==> config.mk <==
export PLATFORM = sky130hd
export DESIGN_NAME = sap1_datapath
export DESIGN_NICKNAME = d
export VERILOG_FILES = /design/src/rtl/sap1_pkg.sv /design/src/rtl/sap1_alu.sv /design/src/rtl/sap1_datapath.sv
export SDC_FILE = /design/constraint.sdc
export NUM_CORES = 1
export LEC_CHECK = 0
export ABC_AREA = 0
export BUFFER_PORTS_ARGS = -buffer_cell sky130_fd_sc_hd__buf_4
export CELL_PAD_IN_SITES_DETAIL_PLACEMENT = 2
export CELL_PAD_IN_SITES_GLOBAL_PLACEMENT = 2
export CORE_MARGIN = 1.5
export CORE_UTILIZATION = 43
export DETAILED_ROUTE_END_ITERATION = 10
export PLACE_DENSITY = 0.76
export SYNTH_ARGS = -nofsm -noshare
export SYNTH_HDL_FRONTEND = slang
export SYNTH_HIERARCHICAL = 1
export SYNTH_SLANG_ARGS = --single-unit
export TNS_END_PERCENT = 50
==> constraint.sdc <==
create_clock -name clock -period 4 [get_ports clock]
set_input_delay 0.8 -clock clock [delete_from_list [all_inputs] [get_ports clock]]
set_output_delay 0.8 -clock clock [all_outputs]
set_load 0.01 [all_outputs]
==> src/rtl/sap1_pkg.sv <==
// Shared constants for the SAP-1 datapath: control-word bit positions,
// opcodes, the idle control word and a bus-driver counting helper.
package sap1_pkg;

    localparam int CON_W    = 12;
    localparam int CON_CP   = 11;
    localparam int CON_EP   = 10;
    localparam int CON_LM_N = 9;
    localparam int CON_CE_N = 8;
    localparam int CON_LI_N = 7;
    localparam int CON_EI_N = 6;
    localparam int CON_LA_N = 5;
    localparam int CON_EA   = 4;
    localparam int CON_SU   = 3;
    localparam int CON_EU   = 2;
    localparam int CON_LB_N = 1;
    localparam int CON_LO_N = 0;

    localparam logic [3:0] OP_LDA = 4'h0;
    localparam logic [3:0] OP_ADD = 4'h1;
    localparam logic [3:0] OP_SUB = 4'h2;
    localparam logic [3:0] OP_OUT = 4'hE;
    localparam logic [3:0] OP_HLT = 4'hF;

    localparam logic [CON_W-1:0] CON_IDLE = 12'h3E3;

    localparam int NUM_DRV = 5;

    // Number of bus sources currently enabled.
    function automatic logic [2:0] count_drivers(input logic [NUM_DRV-1:0] en);
        logic [2:0] cnt;
        cnt = 3'd0;
        for (int i = 0; i < NUM_DRV; i++) begin
            cnt = cnt + {2'b00, en[i]};
        end
        return cnt;
    endfunction

endpackage

==> src/rtl/sap1_alu.sv <==
// SAP-1 adder/subtractor: purely combinational, modulo 2^DATA_W, no carry out.
module sap1_alu #(
    parameter int DATA_W = 8
) (
    input  logic [DATA_W-1:0] a,
    input  logic [DATA_W-1:0] b,
    input  logic              su,
    output logic [DATA_W-1:0] y
);

    // Subtract selects A-B, otherwise A+B.
    always_comb begin
        if (su) begin
            y = a - b;
        end else begin
            y = a + b;
        end
    end

endmodule

==> src/rtl/sap1_datapath.sv <==
// SAP-1 datapath: PC, MAR, 16x8 RAM, IR, A, B, OUT around a shared W-bus,
// steered by the sequencer's 12-bit control word.
module sap1_datapath
    import sap1_pkg::*;
#(
    parameter int ADDR_W = 4,
    parameter int DATA_W = 8
) (
    input  logic              clock,
    input  logic              reset,
    input  logic [CON_W-1:0]  con,
    input  logic              prog_en,
    input  logic              prog_we,
    input  logic [ADDR_W-1:0] prog_addr,
    input  logic [DATA_W-1:0] prog_data,
    output logic [3:0]        opcode,
    output logic [DATA_W-1:0] out_port,
    output logic [DATA_W-1:0] wbus,
    output logic              bus_err,
    output logic              hlt,
    output logic [ADDR_W-1:0] pc
);

    localparam int RAM_D = 1 << ADDR_W;

    logic [ADDR_W-1:0] r_pc;
    logic [ADDR_W-1:0] r_mar;
    logic [DATA_W-1:0] r_ir;
    logic [DATA_W-1:0] r_a;
    logic [DATA_W-1:0] r_b;
    logic [DATA_W-1:0] r_out;
    logic [DATA_W-1:0] r_ram [0:RAM_D-1];

    logic              w_ep;
    logic              w_ce;
    logic              w_ei;
    logic              w_ea;
    logic              w_eu;
    logic              w_run;
    logic [DATA_W-1:0] w_alu;
    logic [DATA_W-1:0] w_ram_rd;
    logic [DATA_W-1:0] w_bus;
    logic [NUM_DRV-1:0] w_drv;

    assign w_ep  = con[CON_EP];
    assign w_ce  = ~con[CON_CE_N];
    assign w_ei  = ~con[CON_EI_N];
    assign w_ea  = con[CON_EA];
    assign w_eu  = con[CON_EU];
    assign w_run = ~prog_en;

    assign w_ram_rd = r_ram[r_mar];

    sap1_alu #(
        .DATA_W (DATA_W)
    ) u_alu (
        .a  (r_a),
        .b  (r_b),
        .su (con[CON_SU]),
        .y  (w_alu)
    );

    // Wired-OR bus: idle reads zero, contention yields the OR of all enabled sources.
    always_comb begin
        w_bus = ({DATA_W{w_ep}} & {{(DATA_W-ADDR_W){1'b0}}, r_pc})
              | ({DATA_W{w_ce}} & w_ram_rd)
              | ({DATA_W{w_ei}} & {{(DATA_W-ADDR_W){1'b0}}, r_ir[ADDR_W-1:0]})
              | ({DATA_W{w_ea}} & r_a)
              | ({DATA_W{w_eu}} & w_alu);
        w_drv = {w_ep, w_ce, w_ei, w_ea, w_eu};
    end

    // Architectural registers; program mode freezes them while RAM is loaded.
    always_ff @(posedge clock or posedge reset) begin
        if (reset) begin
            r_pc  <= '0;
            r_mar <= '0;
            r_ir  <= '0;
            r_a   <= '0;
            r_b   <= '0;
            r_out <= '0;
        end else if (w_run) begin
            if (!con[CON_LM_N]) r_mar <= w_bus[ADDR_W-1:0];
            if (!con[CON_LI_N]) r_ir  <= w_bus;
            if (!con[CON_LA_N]) r_a   <= w_bus;
            if (!con[CON_LB_N]) r_b   <= w_bus;
            if (!con[CON_LO_N]) r_out <= w_bus;
            if (con[CON_CP])    r_pc  <= r_pc + ADDR_W'(1);
        end
    end

    // Program-load port; RAM keeps its contents across reset.
    always_ff @(posedge clock) begin
        if (prog_en && prog_we) begin
            r_ram[prog_addr] <= prog_data;
        end
    end

    assign wbus     = w_bus;
    assign bus_err  = (count_drivers(w_drv) > 3'd1);
    assign opcode   = r_ir[DATA_W-1:DATA_W-4];
    assign hlt      = (r_ir[DATA_W-1:DATA_W-4] == OP_HLT);
    assign out_port = r_out;
    assign pc       = r_pc;

endmodule

After elaboration in Yosys (flattened, before gate mapping)
Memory sizes are Yosys's and may differ from the RTL's.
Cells that the tools add are included.

cells by class
  add/subtract/negate cells = 7
  order comparisons = 1
  equal/unequal tests = 1
  mux-type cells = 3
  bitwise operators = 17
  reductions and logical operators = 7

operators by type and width
  kind                                                                   count
  8-bit bitwise OR                                                       4
  8-bit bitwise AND                                                      3
  8-bit by 4-bit bitwise AND with 8-bit output                           2
  2-bit AND reduction                                                    6
  8-bit adder                                                            1
  8-bit 2-to-1 mux                                                       1
  1-bit NOT                                                              8
  8-bit subtractor                                                       1
  3-bit by 1-bit adder with 3-bit output                                 2
  4-bit by 1-bit adder with 4-bit output (second input constant)         1
  4-bit == test (second input constant)                                  1
  2-bit by 1-bit adder with 3-bit output                                 1
  3-bit by 1-bit > comparator with 1-bit output (second input constant)  1
  1-bit by 1-bit adder with 2-bit output                                 1
  1-bit 2-to-1 mux                                                       2
  1-bit logical AND                                                      1

word-level totals
  register bits after elaboration = 40
  memory bits (writable) = 128
  input port bits = 28
  output and inout bits = 26
  logic and storage cells = 43
  memories kept = 1

memories
  name   depth  width  read ports  clocked after memory_dff  wr ports  line                 text
  r_ram  16     8      1           0                         1         sap1_datapath.sv:32  logic [DATA_W-1:0] r_ram [0:RAM_D-1];

Logic depth before layout (Yosys ltp)
  word-level depth = 6
  mapped depth = 11
  depth with buffers taken out = 11

Cells and area by module
The synthesis kept the hierarchy.

by module, submodules not included
  module         times used  cells each  area each (µm²)  seq. area each (µm²)
  sap1_datapath  1           456         6919.1           4844.6
  sap1_alu       1           62          457.9            0.0

Least setup slack after synthesis
Ideal clock, no wire load.

  path type = input -> output
  from = in con[3]
  to = out wbus[3]
  arrival = 2.707 ns
  data required time = 3.200 ns
  slack = 0.493 ns
  cell stages on the path = 10
  buffers on the path = 1
  path through = clkbuf_1 -> mux2i_1 -> ha_1 -> nor2b_1 -> o21a_1 -> nor2_1 -> xnor2_1 -> a221o_1 -> a31oi_2 -> nand2_1

between the ends
  word-level cells in the longest chain between the ends = 3

RTL lines
  what                line                 text
  from (decl)         sap1_datapath.sv:11  input logic [CON_W-1:0] con,
  8-bit 2-to-1 mux    sap1_alu.sv:13       if (su) begin
  named net w_alu[3]  sap1_datapath.sv:40  logic [DATA_W-1:0] w_alu;
  8-bit bitwise AND   sap1_datapath.sv:69  | ({DATA_W{w_eu}} & w_alu);
  8-bit bitwise OR    sap1_datapath.sv:69
  to (decl)           sap1_datapath.sv:18  output logic [DATA_W-1:0] wbus,

The timed path passes the listed nets, and every way through them passes these cells.

Worst setup path after layout
  from = reg r_b[1]
  to = out wbus[7]

between the ends
  word-level cells in the longest chain between the ends = 4
  elaborated cells between the ends (all ways) = 5
  classes of those cells = add/sub: 2; mux: 1; bitwise: 2

RTL lines
  what                                             line                            text
  from (decl)                                      sap1_datapath.sv:30             logic [DATA_W-1:0] r_b;
  from (signal assigned)                           sap1_datapath.sv:86             if (!con[CON_LB_N]) r_b <= w_bus;
  8-bit adder or 8-bit subtractor (tied branches)  sap1_alu.sv:16, sap1_alu.sv:14
  8-bit 2-to-1 mux (*)                             sap1_alu.sv:13
  named net w_alu[7]                               sap1_datapath.sv:40
  8-bit bitwise AND (*)                            sap1_datapath.sv:69
  8-bit bitwise OR (*)                             sap1_datapath.sv:69

Mark *: on every way through the listed nets, which the timed path passes. The rest lies on a longest branch.

==> flow_summary.ini <==
[layout]
diodes = 0
nets = 619
area_growth_pct = 16.5
utilization_pct = 51.5
drive_gt1_share_pct = 20.1
n_fill_cell = 1587

[floorplan]
fp.dieW_um = 134
die_area_mm2 = 0.0180
fp-row-count = 47
start_util_pct = 44.2
die_h_um = 134
ioPinCount = 54
core_mm2 = 0.0167

[worst_setup_path]
end_kind = output pin
crit_chain = nor3_4 > nor2_1 > xnor2_1 > ha_1 > and3_1 > a21oi_2 > a31oi_1 > xnor2_1 > a22oi_2 > nand3_1 > buf_4
cp_top_family = simple AND/OR/NAND/NOR gates
crit_fanout = 4
crit_type = flip-flop to output pin
cp.buffers_inverters = 1
cp-start-kind = flip-flop
cp_slowest_stage_delay_ns = 0.46
slowest_stage = dfrtp_2
critPathRequiredTime_ns = 3.20
critPathArrivalTime_ns = 3.01
cpMostUsedCell = xnor2_1

[sta]
setup_viol = 0
tightestPinTransition_ns = 1.18
skew_ns = 0.0108
fin_crit_ns = 3.81
hold_viol_final = 0
final.period_utilization_pct = 95.3
rsz0062_at_grt = no
max_slew_margin_pct = 21.0
setup_ws_ns = 0.188
finalSetupTns_ns = 0
finalMaxSlewViolations = 0
fmax_ghz = 0.262

[yosys]
synth-seq-cells = 168
synth_top_area_share_pct = 52.1
seq_area_frac_synth_pct = 65.7
synthMuxAreaShare_pct = 8.97
synthXorXnorAreaFrac_pct = 1.78
synth_cell_types = 46
synthFlopType = edfxtp_1
synthAdderAreaFrac_pct = 2.24
synth_edf_count = 128
yosys-top-cells-area = edfxtp_1, dfrtp_1, mux2i_1
synth_top_area_cell = edfxtp_1
synth_area_mm2 = 0.00738
synth_top_family_by_area = compound AO/OA/AOI/OAI gates
synth_compound_area_share_pct = 10.1
synthCells = 518
avgSynthCellArea_um2 = 14.2
syn-num-nets = 558
synth-simple-area-share_pct = 7.97
ys_warn_count = 6
synth_async_sr_flop_share_pct = 23.8

[clock_network]
cts_sinks = 168
path_clk_slew_ns = 0.07
cts_buffers = 17
htree_num_levels = 4
clk_path_buf_depth = 2
root_buffer = clkbuf_16
clk_latency_ns = 0.43
cts_tree = built
ctsHoldBuffers = 0

[global_routing]
grt_usage_pct = 24.7
grt_remaining_overflow = 0
grt_pass1_vias = 5208
grt_pass1_wl_um = 32400
grt_max_degree = 43
antenna_found_initial = 0

[pwr]
p_leak_nw = 3.34
swShare_pct = 35.6
clockPowerShare_pct = 27.6
vdd_drop_max_uv = 448
pwr-share-seq_pct = 38.9
power.density_mw_per_mm2 = 694
p_int_mw = 3.85
power.switching_mw = 2.12
combPwrFrac_pct = 33.4

[worst_hold_path]
hold_class = primary input to asynchronous set/reset pin

[detailed_routing]
drc = 0
routed_wirelength_um = 21000
wl_met1_um = 9150
dr_wl_met3_um = 730
vias = 4747
drtIter0Drc = 257
ant_nets = 0
vias_per_cell = 5.85
first_pass_iters = 4
routedWlPerCell_um = 25.8
met2WireLength_um = 10700
top_layer = met4

[place]
place_ws_ns = 0.378
port_buffers = 53
place.gp.congestion = 0.809
dpl.hpwl_um = 14200

[run_status]
status = completed

[job]
max_cap_viol_count = 0
[worst register-to-register path: stages, from the launching register on]
cell	delay (ns)
dfrtp_2	0.42
inv_1	0.06
ha_1	0.31
mux2i_2	0.23
ha_1	0.28
nor2b_1	0.15
o21a_1	0.17
nor2_1	0.12
xnor2_1	0.08
a221o_1	0.33
a31oi_2	0.19
buf_4	0.18
a31oi_1	0.11
[cell type report]
cell class	count	area, um2	area share [%]
clock buffers	18	429	4.99
clock inverters	14	154	1.79
well taps	220	275	3.20
repair buffers	67	515	6.00
inverters	14	52.6	0.611
flip-flops and latches	168	4850	56.4
multi-input cells	311	2320	27.0
[routing by layer]
metal,vias up,global-route usage [%]
met5,-,0
met4,0,7.91
met2,112,42.7
met3,26,4.72
li1,2116,-
met1,2493,31.5
[through the flow]
stage | hold WS (ns) | power, mW | instances | instance area (um2)
final | 0.509 | 5.97 | 812 | 8600
after global routing | 0.547 | 6.25 | 812 | 8600
after CTS | 0.525 | 5.93 | 812 | 8560
after detailed placement | 0.515 | 4.23 | 780 | 7980
after global placement | 0.508 | 4.12 | 780 | 7980
after floorplan | 0.519 | 3.56 | 518 | 7380
[sequential cells by signal, summed over array words and instances (netlist names)]
name / count
out_port: 8
r_ir: 8
r_a: 8
r_mar: 4
r_ram: 128
r_b: 8
pc: 4
[power by group through the flow]
stage / clock network [mW] / registers (mW) / logic (mW)
after floorplan: 0 / 2.25 / 1.31
after global placement: 0 / 2.34 / 1.79
after CTS: 1.67 / 2.32 / 1.94
after global routing: 1.74 / 2.36 / 2.16
final: 1.65 / 2.32 / 1.99
after detailed placement: 0 / 2.35 / 1.88
[layout by cell type, fill, tap and decap left out, types with 3 or more instances in the layout]
cell / Yosys / final
dfrtp_1: 40 / 37
nor3_1: 5 / 5
nand3_1: 13 / 13
a22o_1: 4 / 4
inv_1: 14 / 14
a31oi_1: 24 / 24
nand3b_1: 3 / 3
a31oi_2: 4 / 4
clkbuf_16: 0 / 17
xnor2_1: 12 / 12
nand2_1: 9 / 9
nand3_2: 4 / 4
a41oi_1: 16 / 16
buf_4: 5 / 66
mux2i_1: 65 / 64
nor2_1: 63 / 63
xor2_1: 3 / 3
ha_1: 10 / 9
a221o_1: 4 / 4
edfxtp_1: 128 / 128
inv_6: 0 / 8
nor2b_1: 9 / 9
a22oi_1: 36 / 34
[final timing paths]
check | from | to | slack, ns | depth (start not counted)
setup / recovery | r_b[1] | wbus[7] | 0.19 | 11
hold / removal | reset | r_ir[0] | 0.51 | 3
setup reg to reg | r_b[0] | r_a[3] | 1.19 | 12
hold reg to reg | pc[3] | pc[3] | 0.52 | 1
max in group asynchronous | reset | r_mar[0] | 3.06 | 3
min in group clock | pc[3] | pc[3] | 0.52 | 1
[synthesized netlist by cell type, types with 3 or more instances]
master / n
a21oi_1: 4
a31oi_2: 4
nor3_1: 5
dfrtp_1: 40
nand3b_1: 3
mux2i_1: 65
xnor2_1: 12
nand2_1: 9
xor2_1: 3
buf_12: 3
nor2_1: 63
a22oi_1: 36
a41oi_1: 16
ha_1: 10
a31oi_1: 24
edfxtp_1: 128
clkbuf_1: 11
buf_4: 5
nand3_2: 4
nor2b_1: 9
a22o_1: 4
nand3_1: 13
a221o_1: 4
inv_1: 14
[cells by family after synthesis]
family	after synthesis
flops	168
simple gates	121
compound gates	97
mux	66
buf+inv	39
xor+xnor	15
fa+ha+maj	12
[repair_timing]
action	CTS	global route
resized for setup	0	9
endpoints found under the setup margin	0	4
buffers inserted	0	0
hold endpoints to repair	0	0
No activity file was read; power rests on OpenSTA's default activity.
